===== config.mk =====
export PLATFORM = sky130hd
export DESIGN_NAME = im_fetch_ctrl
export DESIGN_NICKNAME = d
export VERILOG_FILES = /design/src/rtl/im_fetch_pkg.sv /design/src/rtl/im_fetch_ctrl_fifo.sv /design/src/rtl/im_fetch_ctrl.sv
export SDC_FILE = /design/constraint.sdc
export NUM_CORES = 1
export LEC_CHECK = 0
export ABC_CLOCK_PERIOD_IN_PS = 1950
export CAP_MARGIN = 20
export CELL_PAD_IN_SITES_DETAIL_PLACEMENT = 0
export CELL_PAD_IN_SITES_GLOBAL_PLACEMENT = 1
export CORE_MARGIN = 2
export CORE_UTILIZATION = 37
export CTS_CLUSTER_SIZE = 40
export DETAILED_ROUTE_END_ITERATION = 10
export PLACE_DENSITY = 0.74
export SLEW_MARGIN = 0
export SYNTH_ARGS = -nofsm -noshare
export SYNTH_HDL_FRONTEND = slang
export SYNTH_SLANG_ARGS = --single-unit
export TNS_END_PERCENT = 100

===== constraint.sdc =====
create_clock -name clk -period 1.95 [get_ports clk]
set_input_delay 0.195 -clock clk [delete_from_list [all_inputs] [get_ports clk]]
set_output_delay 0.195 -clock clk [all_outputs]
set_load 0.005 [all_outputs]

===== src/rtl/im_fetch_pkg.sv =====
// im_fetch_pkg: shared types and defaults for the instruction-fetch sequencer
package im_fetch_pkg;
  localparam int AW_DEF = 10;
  localparam int DW_DEF = 16;
  localparam logic [3:0] HALT_OP_DEF = 4'hF;
  typedef enum logic [1:0] {IDLE, RUN, HALT} state_e;
  typedef struct packed {
    logic [DW_DEF-1:0] instr;
    logic [AW_DEF-1:0] pc;
  } entry_t;
endpackage


===== src/rtl/im_fetch_ctrl_fifo.sv =====
// fetch_fifo2: 2-entry FIFO with flush, registered head, push+pop allowed when full
module fetch_fifo2 #(
  parameter int W = 26
) (
  input  logic         clk,
  input  logic         rst_n,
  input  logic         push,
  input  logic         pop,
  input  logic         flush,
  input  logic [W-1:0] din,
  output logic [W-1:0] head,
  output logic         valid,
  output logic [1:0]   count
);
  logic [W-1:0] e0_q, e0_d, e1_q, e1_d;
  logic [1:0]   cnt_q, cnt_d;
  // next contents: flush drops everything, otherwise shift on pop and append on push
  always_comb begin
    e0_d  = e0_q;
    e1_d  = e1_q;
    cnt_d = cnt_q;
    if (flush) cnt_d = 2'd0;
    else if (push && pop) begin
      e0_d = (cnt_q == 2'd2) ? e1_q : din;
      e1_d = din;
    end else if (pop) begin
      e0_d  = e1_q;
      cnt_d = cnt_q - 2'd1;
    end else if (push) begin
      if (cnt_q == 2'd0) e0_d = din;
      else e1_d = din;
      cnt_d = cnt_q + 2'd1;
    end
  end
  // storage registers
  always_ff @(posedge clk or negedge rst_n) begin
    if (!rst_n) begin
      e0_q  <= '0;
      e1_q  <= '0;
      cnt_q <= 2'd0;
    end else begin
      e0_q  <= e0_d;
      e1_q  <= e1_d;
      cnt_q <= cnt_d;
    end
  end
  assign head  = e0_q;
  assign valid = cnt_q != 2'd0;
  assign count = cnt_q;
endmodule


===== src/rtl/im_fetch_ctrl.sv =====
// im_fetch_ctrl: PC/FSM/halt control feeding a 2-entry instruction queue; IM_FETCH_PERF_EN adds perf counters
module im_fetch_ctrl
  import im_fetch_pkg::*;
#(
  parameter int          AW       = AW_DEF,
  parameter int          DW       = DW_DEF,
  parameter logic [AW-1:0] RESET_PC = '0,
  parameter logic [3:0]  HALT_OP  = HALT_OP_DEF
) (
  input  logic          clk,
  input  logic          rst,
  input  logic          run_en,
  output logic [AW-1:0] im_addr,
  input  logic [DW-1:0] im_data,
  input  logic          redirect_valid,
  input  logic [AW-1:0] redirect_pc,
  output logic          instr_valid,
  input  logic          instr_ready,
  output logic [DW-1:0] instr,
  output logic [AW-1:0] instr_pc,
  output logic          halt
`ifdef IM_FETCH_PERF_EN
  ,
  output logic [15:0]   perf_fetch,
  output logic [15:0]   perf_stall
`endif
);
  state_e        state_q, state_d;
  logic [AW-1:0] pc_q, pc_d;
  logic          hpend_q, hpend_d;
  logic          pop, push, halt_pop;
  logic [1:0]    count;
  logic [DW+AW-1:0] head;
  fetch_fifo2 #(.W(DW+AW)) u_fifo (
    .clk  (clk),
    .rst_n(rst),
    .push (push),
    .pop  (pop),
    .flush(redirect_valid),
    .din  ({im_data, pc_q}),
    .head (head),
    .valid(instr_valid),
    .count(count)
  );
  assign {instr, instr_pc} = head;
  assign im_addr = pc_q;
  assign halt    = state_q == HALT;
  assign pop     = instr_valid && instr_ready;
  // state, pc and pending-halt registers
  always_ff @(posedge clk or negedge rst) begin
    if (!rst) begin
      state_q <= IDLE;
      pc_q    <= RESET_PC;
      hpend_q <= 1'b0;
    end else begin
      state_q <= state_d;
      pc_q    <= pc_d;
      hpend_q <= hpend_d;
    end
  end
  // next state: redirect beats halt entry; HALT is sticky until a redirect
  always_comb begin
    state_d = redirect_valid ? (run_en ? RUN : IDLE) :
              halt_pop ? HALT :
              (state_q == HALT) ? HALT :
              run_en ? RUN : IDLE;
  end
  // fetch decision, pc update and halt tracking; the halt word is always the last queued
  always_comb begin
    push     = state_q == RUN && run_en && !hpend_q && !redirect_valid && (count != 2'd2 || pop);
    halt_pop = pop && hpend_q && count == 2'd1;
    pc_d     = redirect_valid ? redirect_pc : push ? pc_q + 1'b1 : pc_q;
    hpend_d  = redirect_valid ? 1'b0 :
               (push && im_data[DW-1 -: 4] == HALT_OP) ? 1'b1 :
               halt_pop ? 1'b0 : hpend_q;
  end
`ifdef IM_FETCH_PERF_EN
  logic [15:0] pf_q, ps_q;
  // saturating fetch and stall counters
  always_ff @(posedge clk or negedge rst) begin
    if (!rst) begin
      pf_q <= '0;
      ps_q <= '0;
    end else begin
      pf_q <= (push && pf_q != 16'hFFFF) ? pf_q + 16'd1 : pf_q;
      ps_q <= (state_q == RUN && instr_valid && !instr_ready && ps_q != 16'hFFFF) ? ps_q + 16'd1 : ps_q;
    end
  end
  assign perf_fetch = pf_q;
  assign perf_stall = ps_q;
`endif
endmodule

Yosys cells after proc, flatten, opt, wreduce, memory -nomap -nowiden:

Cells that the tools add are included.

* register bits after elaboration: 67
* input bits: 31
* output and inout port bits: 38
* logic and storage cells: 64

* add/sub/neg operators: 3
* eq/ne operators: 9
* muxes and demuxes: 22
* bitwise logic cells: 1
* reductions and logical operators: 23

Operator list (number)
* 26-bit two-way mux: 9
* 10-bit two-way mux: 2
* 2-bit two-way mux: 7
* 3-bit nonzero test: 4
* 10-bit by 1-bit adder with 10-bit output (second input constant): 1
* 1-bit logical AND: 9
* 2-bit nonzero test: 3
* 2-bit by 1-bit == test with 1-bit output (second input constant): 2
* 2-bit == test (second input constant): 2
* 4-bit == test (second input constant): 1
* 1-bit two-way mux: 4
* 2-bit by 1-bit != test with 1-bit output (second input constant): 2
* 2-bit != test (second input constant): 2
* 4-bit AND reduction: 1
* 3-bit AND reduction: 1
* 2-bit by 1-bit adder with 2-bit output (second input constant): 1
* 1-bit logical NOT: 2
* 2-bit logical NOT: 1
* 2-bit AND reduction: 1
* 2-bit by 1-bit subtractor with 2-bit output (second input constant): 1
* 1-bit logical OR: 1
* 1-bit inverter: 1

Longest topological paths before layout:

Gate-level depths: netlist of the first run.

* depth after elaboration: 9
* depth in mapped cells: 8

Cells and area by module:

From an unflattened synthesis of the first run, not the netlist that was laid out.

* cell total of the unflattened synthesis: 269
* area, all modules: 3195.6 um2

Modules (own cells, without submodules)
* fetch_fifo2: instances 1, cells each 184, area each 2352.3 um2, seq. area each 1351.3 um2
* im_fetch_ctrl: instances 1, cells each 85, area each 843.3 um2, seq. area each 325.3 um2

Least setup slack after synthesis of the first run:

Ideal clock, no wire load.

* path type: register -> register
* start: register u_fifo.cnt_q[0] (netlist: u_fifo.count[0])
* end: register u_fifo.e0_q[10] (netlist: u_fifo.head[10])
* data arrival time: 2.004 ns
* data required time: 1.825 ns
* setup slack: -0.179 ns
* stages on the path, launching flop included: 9
* clock period less this slack: 2.129 ns
* path through: dfrtp_1 inv_1 ha_1 buf_2 nor2_1 a21oi_2 buf_2 mux2_2 mux2_2

* longest elaborated chain between the ends: 7

RTL lines
* from (decl): RTL line im_fetch_ctrl_fifo.sv:16 `logic [1:0] cnt_q, cnt_d;`
* from (signal assigned): RTL line im_fetch_ctrl_fifo.sv:44 `cnt_q <= cnt_d;`
* 2-bit nonzero test: RTL line im_fetch_ctrl_fifo.sv:48 `assign valid = cnt_q != 2'd0;`
* 1-bit logical AND: RTL line im_fetch_ctrl.sv:48 `assign pop = instr_valid && instr_ready;`
* 1-bit logical OR: RTL line im_fetch_ctrl.sv:70 `push = state_q == RUN && run_en && !hpend_q && !redirect_valid && (count != 2'd2 || pop);`
* 1-bit logical AND: RTL line im_fetch_ctrl.sv:70
* 1-bit logical AND: RTL line im_fetch_ctrl_fifo.sv:23 `else if (push && pop) begin`
* 3-bit nonzero test (no source line)
* 3-bit AND reduction (no source line)
* to (signal assigned): RTL line im_fetch_ctrl_fifo.sv:38 `e0_q <= '0;`
* to (signal assigned): RTL line im_fetch_ctrl_fifo.sv:42 `e0_q <= e0_d;`
* to (decl): RTL line im_fetch_ctrl_fifo.sv:15 `logic [W-1:0] e0_q, e0_d, e1_q, e1_d;`

Parallel ways exist; a longest one is shown, timed or not.
A chain may end at the register's enable or synchronous reset.

Final worst setup path of the first run:

* start: register u_fifo.cnt_q[1] (netlist: u_fifo.count[1])
* end: register u_fifo.e0_q[1] (netlist: u_fifo.head[1])

Same word-level chain as after synthesis.

==> results.json, run 1 <==
{
  "status": "finished, violations left",
  "violations": "negative setup slack",
  "seq_area_frac_synth": 0.5095,
  "cts_buffer_depth": 2,
  "io_pins": 69,
  "r2r_end": "u_fifo.head[1]",
  "setup_viol": 38,
  "synthCells": 245,
  "grtUsageTotal": 0.1693,
  "power_density_mw_per_mm2": 1168,
  "die-area_mm2": 0.009664,
  "yosys-top-cells-area": "dfrtp_1 51%, mux2_2 20%, mux2_4 8.2%",
  "grt_overflow": 0,
  "htree_levels": 3,
  "nets": 395,
  "synth-main-ff-cell": "dfrtp_1",
  "r2r_slack_ns": -0.08,
  "crit_path_end_kind": "register",
  "irDropWorstVdd_mv": 0.5553,
  "drt-vias-per-instance": 4.966,
  "cts_sinks": 67,
  "m1WireLength_um": 3911,
  "timing.setup.tns_ns": -1.641,
  "cp.arrival_ns": 2.25,
  "met2_length_um": 3690,
  "syn_area_mm2": 0.003291,
  "fin_cells": 473,
  "ys_ff_latch": 67,
  "wl_per_cell_um": 16.99,
  "clk_pin_slew_ns": 0.07,
  "finalCritPeriodShare": 1.043,
  "cap_viol_max_count": 0,
  "drc": 0,
  "drt_iter0_drc": 60,
  "async_flop_share": 1.000,
  "hold_class": "input port to async pin",
  "crit_end": "u_fifo.head[1]",
  "fp-row-count": 34,
  "antenna_found_initial": 0,
  "crit_fanout": 7,
  "place.gp.congestion": 0.8548,
  "cts_root_buf": "clkbuf_8",
  "path_class": "register to register",
  "insertion_delay_ns": 0.34,
  "area_growth_pct": 53.31,
  "dp_cells": 438,
  "r2r_cells": 7,
  "total_leakage_power_nw": 2.204,
  "numPortBuffers": 68,
  "dr.pass1.iters": 4,
  "startpoint": "u_fifo.count[1]",
  "fp.dieH_um": 98.31,
  "layout-drive-gt1-share": 0.4329,
  "grt_pass1_vias": 2478,
  "layout_common_cells": "67 x dfrtp_1, 67 x clkdlybuf4s50_1, 41 x mux2_4",
  "r2r_start": "u_fifo.count[1]",
  "initial_core_util": 0.3792,
  "synth_cell_types": 34,
  "synth_edf_count": 0,
  "fin_ws_ns": -0.08371,
  "period_minus_slack_ns": 2.034,
  "core_mm2": 0.008678,
  "worst_path_most_repeated_cell": "buf_12",
  "synth_top_area_frac": 0.5095,
  "dp_slack_ns": -0.2538,
  "finalHoldWorstSlack_ns": 0.3857,
  "wirelength_um": 8037,
  "dp_hpwl_um": 4947,
  "max_freq_mhz": 491.7,
  "yosysWarnings": 0,
  "diodes": 0,
  "crit_chain": "ha_4 -> buf_6 -> or3_4 -> a21oi_4 -> buf_12 -> buf_12 -> mux2_4",
  "cts_made_buffers": 9,
  "start_kind": "register",
  "slew_headroom": 0.6106,
  "grt_max_degree": 46,
  "antenna_left": 0,
  "fp.dieW_um": 98.31,
  "yosys.area.top_type": "dfrtp_1",
  "slowest_stage": "dfrtp_1",
  "crit_required_ns": 2.17,
  "slew_violations": 0,
  "num_vias": 2349,
  "top_layer": "met4",
  "grt_pass1_wl_um": 12880,
  "wl_met3_um": 312,
  "postSynthNetCount": 280,
  "finalClockSkew_ns": 0.01034,
  "cts_tree": "yes",
  "hold_viol": 0,
  "finish.utilization": 0.5813,
  "tightestPinTransition_ns": 0.5841,
  "rsz0062_at_grt": "yes",
  "max_stage_delay_ns": 0.43,
  "synth_area_per_cell_um2": 13.43
}
critical path: cells and delay by family, from the launching register on:
kind | cells | cell delay [ns]
AOI/OAI and AO/OA | 1 | 0.19
adders and majority gates | 1 | 0.20
buffers and inverters | 3 | 0.42
DFF | 1 | 0.43
muxes | 1 | 0.30
and+or+nand+nor | 1 | 0.39
state kept, by name (all words and copies together), names as in the netlist:
name	cells
u_fifo.e1_q	26
u_fifo.head	26
im_addr	10
state_q	2
u_fifo.count	2
hpend_q	1
repair_timing:
| item | CTS | global route |
|---|---|---|
| resized for setup | 38 | 14 |
| endpoints found under the setup margin | 55 | 53 |
| cloned | 4 | 4 |
| hold buffers | 1 | 0 |
| buffers inserted | 7 | 4 |
| hold endpoints to repair | 22 | 0 |
| pin swaps | 4 | 8 |
layer usage:
metal | vias to the layer above | track usage
met5 | - | 0
met4 | 0 | 0.07271
met3 | 10 | 0.03508
met2 | 51 | 0.2585
met1 | 1157 | 0.2343
li1 | 1131 | -
power by group:
| group | switching, W | internal [W] |
|---|---|---|
| clock network | 0.000549 | 0.000887 |
| registers | 0.000335 | 0.00195 |
| logic | 0.000620 | 0.00156 |
| total | 0.00150 | 0.00439 |
worst min-delay path by stage:
stage,start,to,slack (ns),cells after the start
3_3_place_gp,rst,im_addr[0],0.22,1
3_5_place_dp,rst,im_addr[0],0.22,1
4_1_cts,rst,im_addr[1],0.38,2
6_report,rst,im_addr[0],0.39,2
2_1_floorplan,rst,hpend_q,-0.10,0
5_1_grt,rst,im_addr[0],0.41,2
area by class of cell:
class | count | area, µm²
fillers | 729 | 3633
multi-input cells | 160 | 1693
flip-flops and latches | 67 | 1677
repair buffers | 117 | 1272
clock buffers | 10 | 137.6
well taps | 108 | 135.1
clock inverters | 6 | 111.4
inverters | 5 | 18.77
through the flow:
| stage | power, W | cell area, µm² |
|---|---|---|
| floorplan | 0.003154 | 3327 |
| global placement | 0.004078 | 4303 |
| detailed placement | 0.004128 | 4303 |
| CTS | 0.005867 | 4892 |
| global route | 0.006235 | 5045 |
| finish | 0.005893 | 5045 |
cell usage after synthesis, types with 2 or more instances:
master     instances
a211oi_1           4
nor2_1             9
clkbuf_1           3
mux2i_1            4
a221o_1            3
buf_2              5
a22oi_1            3
nor3_1             5
buf_6              5
mux2_4            18
inv_1              5
o21ai_0            6
dfrtp_1           67
nand3_1            2
mux2_2            59
nand2_1           12
ha_1               4
nor2b_1            6
xnor2_1            4
nand4_1            3
nor3b_1            3
a2111oi_0          3
cell families (layout without fill, tap and decap cells):
kind of cell    after synthesis  after routing  synth area share
compound gates               25             25           0.06008
xor+xnor                      4              4           0.01065
fa+ha+maj                     4              4           0.01521
buf+inv                      18            138           0.03384
flops                        67             67            0.5095
mux                          81             81            0.2962
simple gates                 46             46           0.07453
(Power assumes the default switching activity.)
==> run 2: changes to the inputs <==
Settings changed: CORE_ASPECT_RATIO set to 1.1.
==> run 2 against run 1 <==
Compared with the run above:
- the run still ends with negative setup slack left
- wire length shrank 1.0%
- clock power fell by 15%
- combinational power barely moved
- sequential power about the same
- total power fell by 4.0%
- design area fell by 2.8%
- cell count decreased by 0.42%
- first-iteration DRC count up 67%
- clock-buffer cell count increased by 1
- maximum frequency increased by 3.1%
- sequential share of layout area rose by 0.96 points
- via count down 1.5%
- highest routed layer unchanged
==> results.json, run 2 (same netlist as run 1, synthesis figures left out) <==
{
  "r2r_start": "u_fifo.count[1]",
  "core_mm2": 0.008738,
  "r2r_cells": 7,
  "total_leakage_power_nw": 2.129,
  "layout-drive-gt1-share": 0.4174,
  "die-area_mm2": 0.009665,
  "dp_hpwl_um": 4926,
  "crit_buf_inv": 3,
  "place_area_mm2": 0.004294,
  "initial_core_util": 0.3766,
  "wirelength_um": 7957,
  "cts_made_buffers": 9,
  "io_pins": 69,
  "path_class": "register to register",
  "cp.arrival_ns": 2.21,
  "violations": "negative setup slack",
  "area_growth_pct": 49.01,
  "status": "finished, violations left",
  "multi_input_area_mm2": 0.001705,
  "clk_pin_slew_ns": 0.07,
  "power_density_mw_per_mm2": 1154,
  "start_kind": "register",
  "numPortBuffers": 68,
  "finish.utilization": 0.5611,
  "cap_viol_max_count": 0,
  "slowest_stage": "dfrtp_1",
  "dr.pass1.iters": 4,
  "tightestPinTransition_ns": 0.4841,
  "r2r_slack_ns": -0.02,
  "timing.setup.tns_ns": -0.2465,
  "nFillCells": 742,
  "antenna_left": 0,
  "r2r_end": "u_fifo.head[22]",
  "insertion_delay_ns": 0.35,
  "dp_cells": 442,
  "cts_sinks": 67,
  "crit_required_ns": 2.18,
  "grtUsageTotal": 0.1622,
  "cts_buffer_depth": 2,
  "hold_viol": 0,
  "slew_headroom": 0.6772,
  "grt_pass1_wl_um": 11930,
  "period_minus_slack_ns": 1.972,
  "htree_levels": 3,
  "finalCritPeriodShare": 1.011,
  "diodes": 0,
  "rsz0062_at_grt": "yes",
  "drt-vias-per-instance": 4.913,
  "max_freq_mhz": 507.2,
  "hold_class": "input port to async pin",
  "wl_per_cell_um": 16.89,
  "cp_top_family": "buffers and inverters",
  "fp-row-count": 36,
  "finalPower_w": 0.005658,
  "drt_iter0_drc": 100,
  "setup_viol": 20,
  "layout_common_cells": "67 x dfrtp_1, 67 x clkdlybuf4s50_1, 43 x mux2_4",
  "antenna_found_initial": 0,
  "place.gp.congestion": 0.8088,
  "num_vias": 2314,
  "seqCellArea_mm2": 0.001677,
  "slew_violations": 0,
  "grt_overflow": 0,
  "cts_tree": "yes",
  "grt_max_degree": 28,
  "final_cell_area_mm2": 0.004903,
  "crit_fanout": 7,
  "nets": 387,
  "drc": 0,
  "grt_pass1_vias": 2405,
  "cts_root_buf": "clkbuf_8",
  "crit_chain": "buf_4 -> ha_4 -> or3_4 -> a21oi_4 -> buf_12 -> clkbuf_16 -> mux2_4",
  "finalClockSkew_ns": 0.005387,
  "fp.dieH_um": 102.9,
  "max_stage_delay_ns": 0.38,
  "fin_ws_ns": -0.02180,
  "startpoint": "u_fifo.count[1]",
  "irDropWorstVdd_mv": 0.6903,
  "fin_cells": 471,
  "crit_path_end_kind": "register",
  "fp.dieW_um": 93.92
}
==> run 2: layout make-up <==
class,instances,share of cell area
clock buffer,11,0.03088
clock inverter,5,0.01225
inverter,5,0.003828
multi-input combinational,160,0.3478
sequential,67,0.3419
tap,114,0.02909
timing repair buffer,109,0.2342
==> run 2: per-layer routing <==
metal / wire length [µm] / vias to the layer above / track usage / part of all wire
met4: 51 / 0 / 0.06020 / 0.0064
met3: 269 / 5 / 0.04020 / 0.034
met1: 3831 / 1152 / 0.2175 / 0.48
met2: 3804 / 53 / 0.2566 / 0.48
li1: - / 1104 / - / -
met5: 0 / - / 0 / 0
==> run 2: repair_timing <==
item,in CTS,in global routing
resized for setup,5,37
setup buffers,1,6
endpoints found under the hold margin,16,0
cloned,2,3
hold buffers,1,0
pin swaps,0,4
endpoints found under the setup margin,55,49
==> run 2: per-stage QoR <==
step	setup WS [ns]	hold WS, ns
floorplan	0.004818	-0.1006
global placement	-0.1262	0.1659
detailed placement	-0.1546	0.1782
CTS	-0.005321	0.3337
global route	-0.06728	0.3607
finish	-0.02180	0.3347
==> run 2: how the worst max path moves through the flow <==
| stage | endpoint | slack, ns | cells past startpoint |
|---|---|---|---|
| 2_1_floorplan | u_fifo.head[10] | 0.005 | 8 |
| 3_3_place_gp | u_fifo.head[19] | -0.13 | 6 |
| 3_5_place_dp | u_fifo.head[10] | -0.15 | 6 |
| 4_1_cts | u_fifo.head[3] | -0.005 | 6 |
| 5_1_grt | u_fifo.head[22] | -0.07 | 8 |
| 6_report | u_fifo.head[22] | -0.02 | 7 |
==> run 2: power by group <==
group	internal (W)	total [W]	leakage (nW)	switching, W
clock	0.000665	0.00123	0.106	0.000561
sequential	0.00195	0.00228	0.815	0.000336
combinational	0.00154	0.00215	1.21	0.000613
total	0.00415	0.00566	2.13	0.00151
==> run 3: changes to the inputs <==
Settings changed: HOLD_SLACK_MARGIN set to 0.15, SLEW_MARGIN 0 to 5.
==> results of run 3 <==
The final DEF is identical to that of run 2; final timing and power are the same.
